File: src/rtl/ifu_pkg.sv
// ifu_pkg: shared types and constants for the instruction fetch unit.
`default_nettype none

package ifu_pkg;

  typedef enum logic [2:0] {
    REQ   = 3'd0,
    WAIT  = 3'd1,
    HOLD  = 3'd2,
    NPC   = 3'd3,
    FAULT = 3'd4
  } ifu_state_e;

  localparam logic [1:0] CAUSE_NONE     = 2'd0;
  localparam logic [1:0] CAUSE_MISALIGN = 2'd1;
  localparam logic [1:0] CAUSE_BUS_ERR  = 2'd2;
  localparam logic [1:0] CAUSE_TIMEOUT  = 2'd3;

  localparam logic [31:0] DEFAULT_RESET_PC = 32'h8000_0000;

endpackage

`default_nettype wire

File: src/rtl/ifu_timeout_cnt.sv
// ifu_timeout_cnt: counts wait cycles; expired_o flags the cycle in which the
// count reaches TIMEOUT (never when TIMEOUT is 0).
`default_nettype none

module ifu_timeout_cnt #(
  parameter int unsigned CNT_W   = 8,
  parameter int unsigned TIMEOUT = 255
) (
  input  logic clk,
  input  logic rst,
  input  logic clear_i,
  input  logic en_i,
  output logic expired_o
);

  localparam logic [CNT_W:0] LIMIT = (CNT_W+1)'(TIMEOUT);

  logic [CNT_W-1:0] cnt_q, cnt_d;
  logic [CNT_W:0]   w_next;

  assign w_next = {1'b0, cnt_q} + {{CNT_W{1'b0}}, 1'b1};

  // Expiry is judged on the value the counter is about to take, so TIMEOUT
  // equals the number of wait cycles tolerated.
  assign expired_o = en_i && (TIMEOUT != 0) && (w_next == LIMIT);

  always_comb begin
    cnt_d = cnt_q;
    if (clear_i) begin
      cnt_d = '0;
    end else if (en_i) begin
      cnt_d = w_next[CNT_W-1:0];
    end
  end

  always_ff @(posedge clk or posedge rst) begin
    if (rst) begin
      cnt_q <= '0;
    end else begin
      cnt_q <= cnt_d;
    end
  end

endmodule

`default_nettype wire

File: src/rtl/ifu_fetch.sv
// ifu_fetch: owns the PC, issues one imem word read at a time, holds the
// returned instruction for decode and waits for execute's next PC.
`default_nettype none

module ifu_fetch
  import ifu_pkg::*;
#(
  parameter logic [31:0] RESET_PC = DEFAULT_RESET_PC,
  parameter int unsigned TIMEOUT  = 255,
  parameter int unsigned CNT_W    = 8
) (
  input  logic        clk,
  input  logic        rst,
  output logic        imem_req_valid,
  input  logic        imem_req_ready,
  output logic [31:0] imem_req_addr,
  input  logic        imem_resp_valid,
  input  logic [31:0] imem_resp_data,
  input  logic        imem_resp_err,
  output logic        inst_valid,
  input  logic        inst_ready,
  output logic [31:0] inst,
  output logic [31:0] inst_pc,
  input  logic        npc_valid,
  input  logic [31:0] npc,
  output logic        fetch_fault,
  output logic [1:0]  fault_cause,
  output logic [31:0] fetch_count
);

  ifu_state_e  state_q, state_d;
  logic [31:0] pc_q, pc_d;
  logic [31:0] inst_q, inst_d;
  logic [31:0] inst_pc_q, inst_pc_d;
  logic [1:0]  cause_q, cause_d;
  logic [31:0] count_q, count_d;

  logic w_cnt_clear;
  logic w_cnt_en;
  logic w_expired;
  logic w_take_npc;

  ifu_timeout_cnt #(
    .CNT_W   (CNT_W),
    .TIMEOUT (TIMEOUT)
  ) u_timeout (
    .clk       (clk),
    .rst       (rst),
    .clear_i   (w_cnt_clear),
    .en_i      (w_cnt_en),
    .expired_o (w_expired)
  );

  // Request valid is a state decode, so gate it with rst to keep it low
  // while reset is held.
  assign imem_req_valid = (state_q == REQ) && !rst;
  assign imem_req_addr  = pc_q;
  assign inst_valid     = (state_q == HOLD);
  assign inst           = inst_q;
  assign inst_pc        = inst_pc_q;
  assign fetch_fault    = (state_q == FAULT);
  assign fault_cause    = cause_q;
  assign fetch_count    = count_q;

  assign w_take_npc = npc_valid &&
                      (((state_q == HOLD) && inst_ready) || (state_q == NPC));

  always_comb begin
    state_d     = state_q;
    pc_d        = pc_q;
    inst_d      = inst_q;
    inst_pc_d   = inst_pc_q;
    cause_d     = cause_q;
    count_d     = count_q;
    w_cnt_clear = 1'b0;
    w_cnt_en    = 1'b0;

    case (state_q)
      REQ: begin
        if (imem_req_ready) begin
          state_d     = WAIT;
          w_cnt_clear = 1'b1;
        end
      end
      WAIT: begin
        w_cnt_en = 1'b1;
        if (imem_resp_valid) begin
          if (imem_resp_err) begin
            state_d = FAULT;
            cause_d = CAUSE_BUS_ERR;
          end else begin
            inst_d    = imem_resp_data;
            inst_pc_d = pc_q;
            state_d   = HOLD;
          end
        end else if (w_expired) begin
          state_d = FAULT;
          cause_d = CAUSE_TIMEOUT;
        end
      end
      HOLD: begin
        if (inst_ready) begin
          count_d = count_q + 32'd1;
          state_d = NPC;
        end
      end
      NPC:     state_d = NPC;
      FAULT:   state_d = FAULT;
      default: state_d = FAULT;
    endcase

    // A next PC accepted in the handshake cycle skips the NPC state.
    if (w_take_npc) begin
      pc_d = npc;
      if (npc[1:0] == 2'b00) begin
        state_d = REQ;
      end else begin
        state_d = FAULT;
        cause_d = CAUSE_MISALIGN;
      end
    end
  end

  always_ff @(posedge clk or posedge rst) begin
    if (rst) begin
      state_q   <= REQ;
      pc_q      <= RESET_PC;
      inst_q    <= '0;
      inst_pc_q <= '0;
      cause_q   <= CAUSE_NONE;
      count_q   <= '0;
    end else begin
      state_q   <= state_d;
      pc_q      <= pc_d;
      inst_q    <= inst_d;
      inst_pc_q <= inst_pc_d;
      cause_q   <= cause_d;
      count_q   <= count_d;
    end
  end

endmodule

`default_nettype wire

File: config.mk
export PLATFORM = sky130hd
export DESIGN_NAME = ifu_fetch
export DESIGN_NICKNAME = d
export VERILOG_FILES = /design/src/rtl/ifu_pkg.sv /design/src/rtl/ifu_timeout_cnt.sv /design/src/rtl/ifu_fetch.sv
export SDC_FILE = /design/constraint.sdc
export NUM_CORES = 1
export LEC_CHECK = 0
export ABC_AREA = 1
export BUFFER_PORTS_ARGS = -buffer_cell sky130_fd_sc_hd__buf_2
export CAP_MARGIN = 20
export CORE_ASPECT_RATIO = 0.8
export CORE_MARGIN = 3
export CORE_UTILIZATION = 30
export CTS_BUF_LIST = sky130_fd_sc_hd__clkbuf_16
export DETAILED_ROUTE_END_ITERATION = 12
export GPL_TIMING_DRIVEN = 0
export HOLD_SLACK_MARGIN = 0.1
export PLACE_DENSITY = 0.49
export SETUP_SLACK_MARGIN = 0.4
export SYNTH_ARGS = -nofsm -noshare
export SYNTH_HDL_FRONTEND = slang
export SYNTH_SLANG_ARGS = --single-unit
File: constraint.sdc
create_clock -name clk -period 10.65 [get_ports clk]
set_clock_uncertainty 0.05 [all_clocks]
set_input_delay 3.195 -clock clk [delete_from_list [all_inputs] [get_ports clk]]
set_output_delay 3.195 -clock clk [all_outputs]
set_load 0.03 [all_outputs]
Word-level counts from Yosys, hierarchy flattened. Index checks and enable logic that the tools add are counted.

Flip-flop bits (word level): 141. Word-level logic and storage cells: 49.

Bitwise operators: 1. Equality and inequality tests: 8. Muxes and demuxes: 19. $add $sub $neg: 2. Reductions and logical operators: 12.

Operator list (count): 32-bit by 1-bit adder with 32-bit output, second input constant (1); 3-bit 2-to-1 mux (7); 8-bit 2-to-1 mux (2); 2-bit 2-to-1 mux (6); 3-bit one-hot mux with 4 select lines (1); 8-bit by 1-bit adder with 9-bit output, second input constant (1); 9-bit by 8-bit equality test with 1-bit output, second input constant (1); 3-bit by 2-bit equality test with 1-bit output, second input constant (2); 3-bit AND reduction (2); 1-bit logical AND (4); 4-bit by 3-bit inequality test with 1-bit output, second input constant (1); 3-bit by 1-bit equality test with 1-bit output, second input constant (1); 3-bit equality test, second input constant (1); 3-bit zero test (1); 1-bit 2-to-1 mux (3); 3-bit by 1-bit inequality test with 1-bit output, second input constant (1); 3-bit inequality test, second input constant (1); 2-bit zero test (1); 2-bit AND reduction (1); 2-bit nonzero test (1); 1-bit zero test (1); 1-bit logical OR (1); 1-bit inverter (1).

Longest topological paths before layout.
Word-level depth: 8. Mapped depth: 11. Depth with buffers taken out: 11.

Hierarchy. From an unflattened synthesis, not the netlist that was laid out.

Cells, all modules: 670. Area total of the unflattened synthesis: 6376.1 um^2.

Modules (own cells, without submodules): ifu_fetch (cells each 601, instances 1, area each 5890.6 um^2, sequential area each 3329.4 um^2); ifu_timeout_cnt (cells each 69, instances 1, area each 485.5 um^2, sequential area each 200.2 um^2).

Least setup slack after synthesis. Ideal clock, no wire load.

Path kind: input -> output. From: in rst. To: out imem_req_valid. Path buffers: 0. Setup slack: 3.309 ns. Stages: 1. Arrival: 4.096 ns. Cell sequence: nor4_1.

Cells in the longest elaborated chain, start to end: 2.

RTL lines: from (decl) (line ifu_fetch.sv:13) `input logic rst,`; 1-bit zero test (no source line); 1-bit logical AND (line ifu_fetch.sv:56) `assign imem_req_valid = (state_q == REQ) && !rst;`; to (decl) (line ifu_fetch.sv:14) `output logic imem_req_valid,`.

No other way between the ends.

Final worst setup path. Ends and elaborated chain as after synthesis.

==> impl_metrics.json <==
{
  "grt_use_met3": 0.03401,
  "hold_path_depth": 2,
  "netSwitchingFraction": 0.4159,
  "ir_drop_mv": 0.1396,
  "routed_wirelength_microns": 16180,
  "end_kind": "primary output",
  "p_comb_frac": 0.401,
  "clock_power_share": 0.248,
  "synthArstFlopShare": 1.000,
  "top_usage_layer": "met2",
  "grt_max_degree": 86,
  "slew_headroom": 0.4679,
  "syn-mean-instance-area_sq_um": 10.19,
  "wl_per_cell_microns": 14.42,
  "globalplace.congestion": 0.8054,
  "hpwl_microns": 12300,
  "path_clk_slew_ps": 50,
  "setup_tns_ps": 0,
  "layout_commonest_cell": "buf_2",
  "hold_start": "imem_req_addr[31]",
  "cp_common_cell": "buf_2",
  "min_path_type": "register to register",
  "drt_pass1_iterations": 4,
  "crit_type": "primary input to primary output",
  "r2r_start": "state_q[2]",
  "cts_resized": 0,
  "cp_cell_sequence": "buf_2, nor4_1, buf_2",
  "io_buffers": 203,
  "synth_top_cell_area_share": 0.5528,
  "die-area_sq_um": 22920,
  "post-cts-setup-buffers": 0,
  "grt_usage": 0.1462,
  "synth.cell_area_sq_um": 6337,
  "clock-root-buffer": "clkbuf_16",
  "synthCells": 622,
  "final_nets": 919,
  "ys_ff_latch": 141,
  "crit_slowest_cell": "buf_2",
  "setup_violations": 0,
  "antenna_found_initial": 0,
  "coreArea_sq_um": 20260,
  "die_w_microns": 168.5,
  "crit_arrival_ps": 3740,
  "antenna_cells": 0,
  "ys_seq_area_frac": 0.5570,
  "power_leakage_nw": 4.483,
  "status": "completed",
  "startpoint_type": "primary input",
  "cts_tree": "yes",
  "rows": 46,
  "gr-usage-met2": 0.2161,
  "slowest_delay_ps": 250,
  "die_y_microns": 136,
  "synth_fp_nets": 696,
  "crit_fanout": 2,
  "layout_common_cells": "buf_2 (207), nand2_1 (203), dfrtp_1 (140)",
  "worstRegToRegCells": 9,
  "synth-edff-count": 0,
  "cts_made_buffers": 17,
  "cp_data_required_time_ps": 7410,
  "r2r_setup_slack_ps": 8780,
  "ys_types": 37,
  "fmax_mhz": 143.2,
  "cts_sinks": 141,
  "synth_warnings": 0,
  "cts_buffer_depth": 2,
  "synthTopCellsByArea": "dfrtp_1 (55%), nand2_1 (12%), mux2_2 (6.6%)",
  "finalCritPeriodShare": 0.6559,
  "hold_end": "imem_req_addr[31]",
  "worst_pin_slew_ps": 798.1,
  "cap_violations": 0,
  "seq_power_share": 0.351,
  "ant_nets": 0,
  "cts_hold_buf": 0,
  "drc_errors": 0,
  "utilization": 0.4111,
  "grt_pass1_vias": 4849,
  "ys.flop_type": "dfrtp_1",
  "drive_gt1_frac": 0.3869,
  "num_vias": 4837,
  "vias_per_cell": 4.311,
  "reg2reg_to": "fetch_count[22]",
  "finalHoldViolCount": 0,
  "power.density_nw_per_um2": 297.7,
  "p_int_mw": 1.448,
  "yosysTopAreaCell": "dfrtp_1",
  "syn_to_final_growth_pct": 31.41,
  "switching_power_mw": 1.031,
  "clk_latency_ps": 410,
  "grt.overflow.total": 0,
  "grt_pass1_wl_microns": 26580,
  "drtIter0Drc": 332,
  "place_area_sq_um": 7716,
  "fin_crit_ps": 6985,
  "rsz0062_at_grt": "no",
  "start_util": 0.3128,
  "slew_violations": 0,
  "use_met1": 0.2158,
  "h-tree-depth": 4,
  "whs_ps": 430.8,
  "fin_area_sq_um": 8328,
  "ios": 204
}
power by group through the flow:
stage	clock network (mW)	registers, mW	logic (mW)
global placement	0	0.876	1.01
CTS	0.637	0.872	1.01
finish	0.615	0.871	0.994
detailed placement	0	0.877	1.01
floorplan	0	1.25	0.319
global route	0.663	0.903	1.07
cells in the mapped netlist, types with 2 or more instances:
cell type	count
nand2_1	203
dfrtp_1	140
inv_1	46
nor2_1	40
mux2_2	37
mux2_4	25
nand3_1	18
o21ai_0	16
xor2_1	16
nor3_1	10
xnor2_1	6
nand4_1	5
buf_2	4
buf_6	4
nand2_2	4
nand3b_1	4
nor2_2	4
nor2_4	4
o22ai_1	4
buf_1	3
clkbuf_1	3
ha_1	3
nand2_4	3
a21oi_1	2
clkinv_1	2
inv_2	2
nand3_2	2
nor2_8	2
o21ai_1	2
through the flow:
step                setup WS (ps)  cells  power [mW]
floorplan                    3309    622       1.568
global placement             1613   1089       1.882
detailed placement           3647   1090       1.887
CTS                          3642   1122       2.520
global route                 3572   1122       2.632
finish                       3665   1122       2.479
worst max-delay path: cells and delay by family:
kind          cells  cell delay [ps]
buf+inv           2              380
simple gates      1              160
metal layers:
layer | wire, microns | vias to the layer above | share of wire
li1 | - | 2448 | -
met3 | 804 | 9 | 0.050
met2 | 7115 | 109 | 0.44
met1 | 8112 | 2271 | 0.50
met4 | 142 | 0 | 0.0088
met5 | 0 | - | 0
worst max-delay path by stage:
stage | from | endpoint | slack, ps | cells past startpoint
after CTS | rst | imem_req_valid | 3640 | 3
after detailed placement | rst | imem_req_valid | 3650 | 3
after global placement | rst | fetch_count[23] | 1610 | 2
after global routing | rst | imem_req_valid | 3570 | 3
final | rst | imem_req_valid | 3660 | 3
after floorplan | rst | imem_req_valid | 3310 | 1
cells by family after synthesis:
group,share of synthesized area
and+or+nand+nor,0.2148
DFF,0.5570
buffers and inverters,0.04344
muxes,0.1250
AOI/OAI and AO/OA,0.02093
xor gates and xnor gates,0.03297
adders and majority gates,0.005924
state kept, by name, indices dropped and copies added, names as in the netlist:
name and cells:
fault_cause 2, fetch_count 32, imem_req_addr 32, inst 32, inst_pc 32, state_q 3, u_timeout.cnt_q 8
cell type report:
type / count / area (sq um)
well taps: 264 / 330.3
flip-flops and latches: 141 / 3530
repair buffers: 204 / 1044
clock inverters: 15 / 186.4
clock buffers: 17 / 425.4
inverters: 50 / 192.7
plain buffers: 14 / 87.58
multi-input cells: 417 / 2532
fillers: 2065 / 11930
No activity file was read; power rests on OpenSTA's default activity.
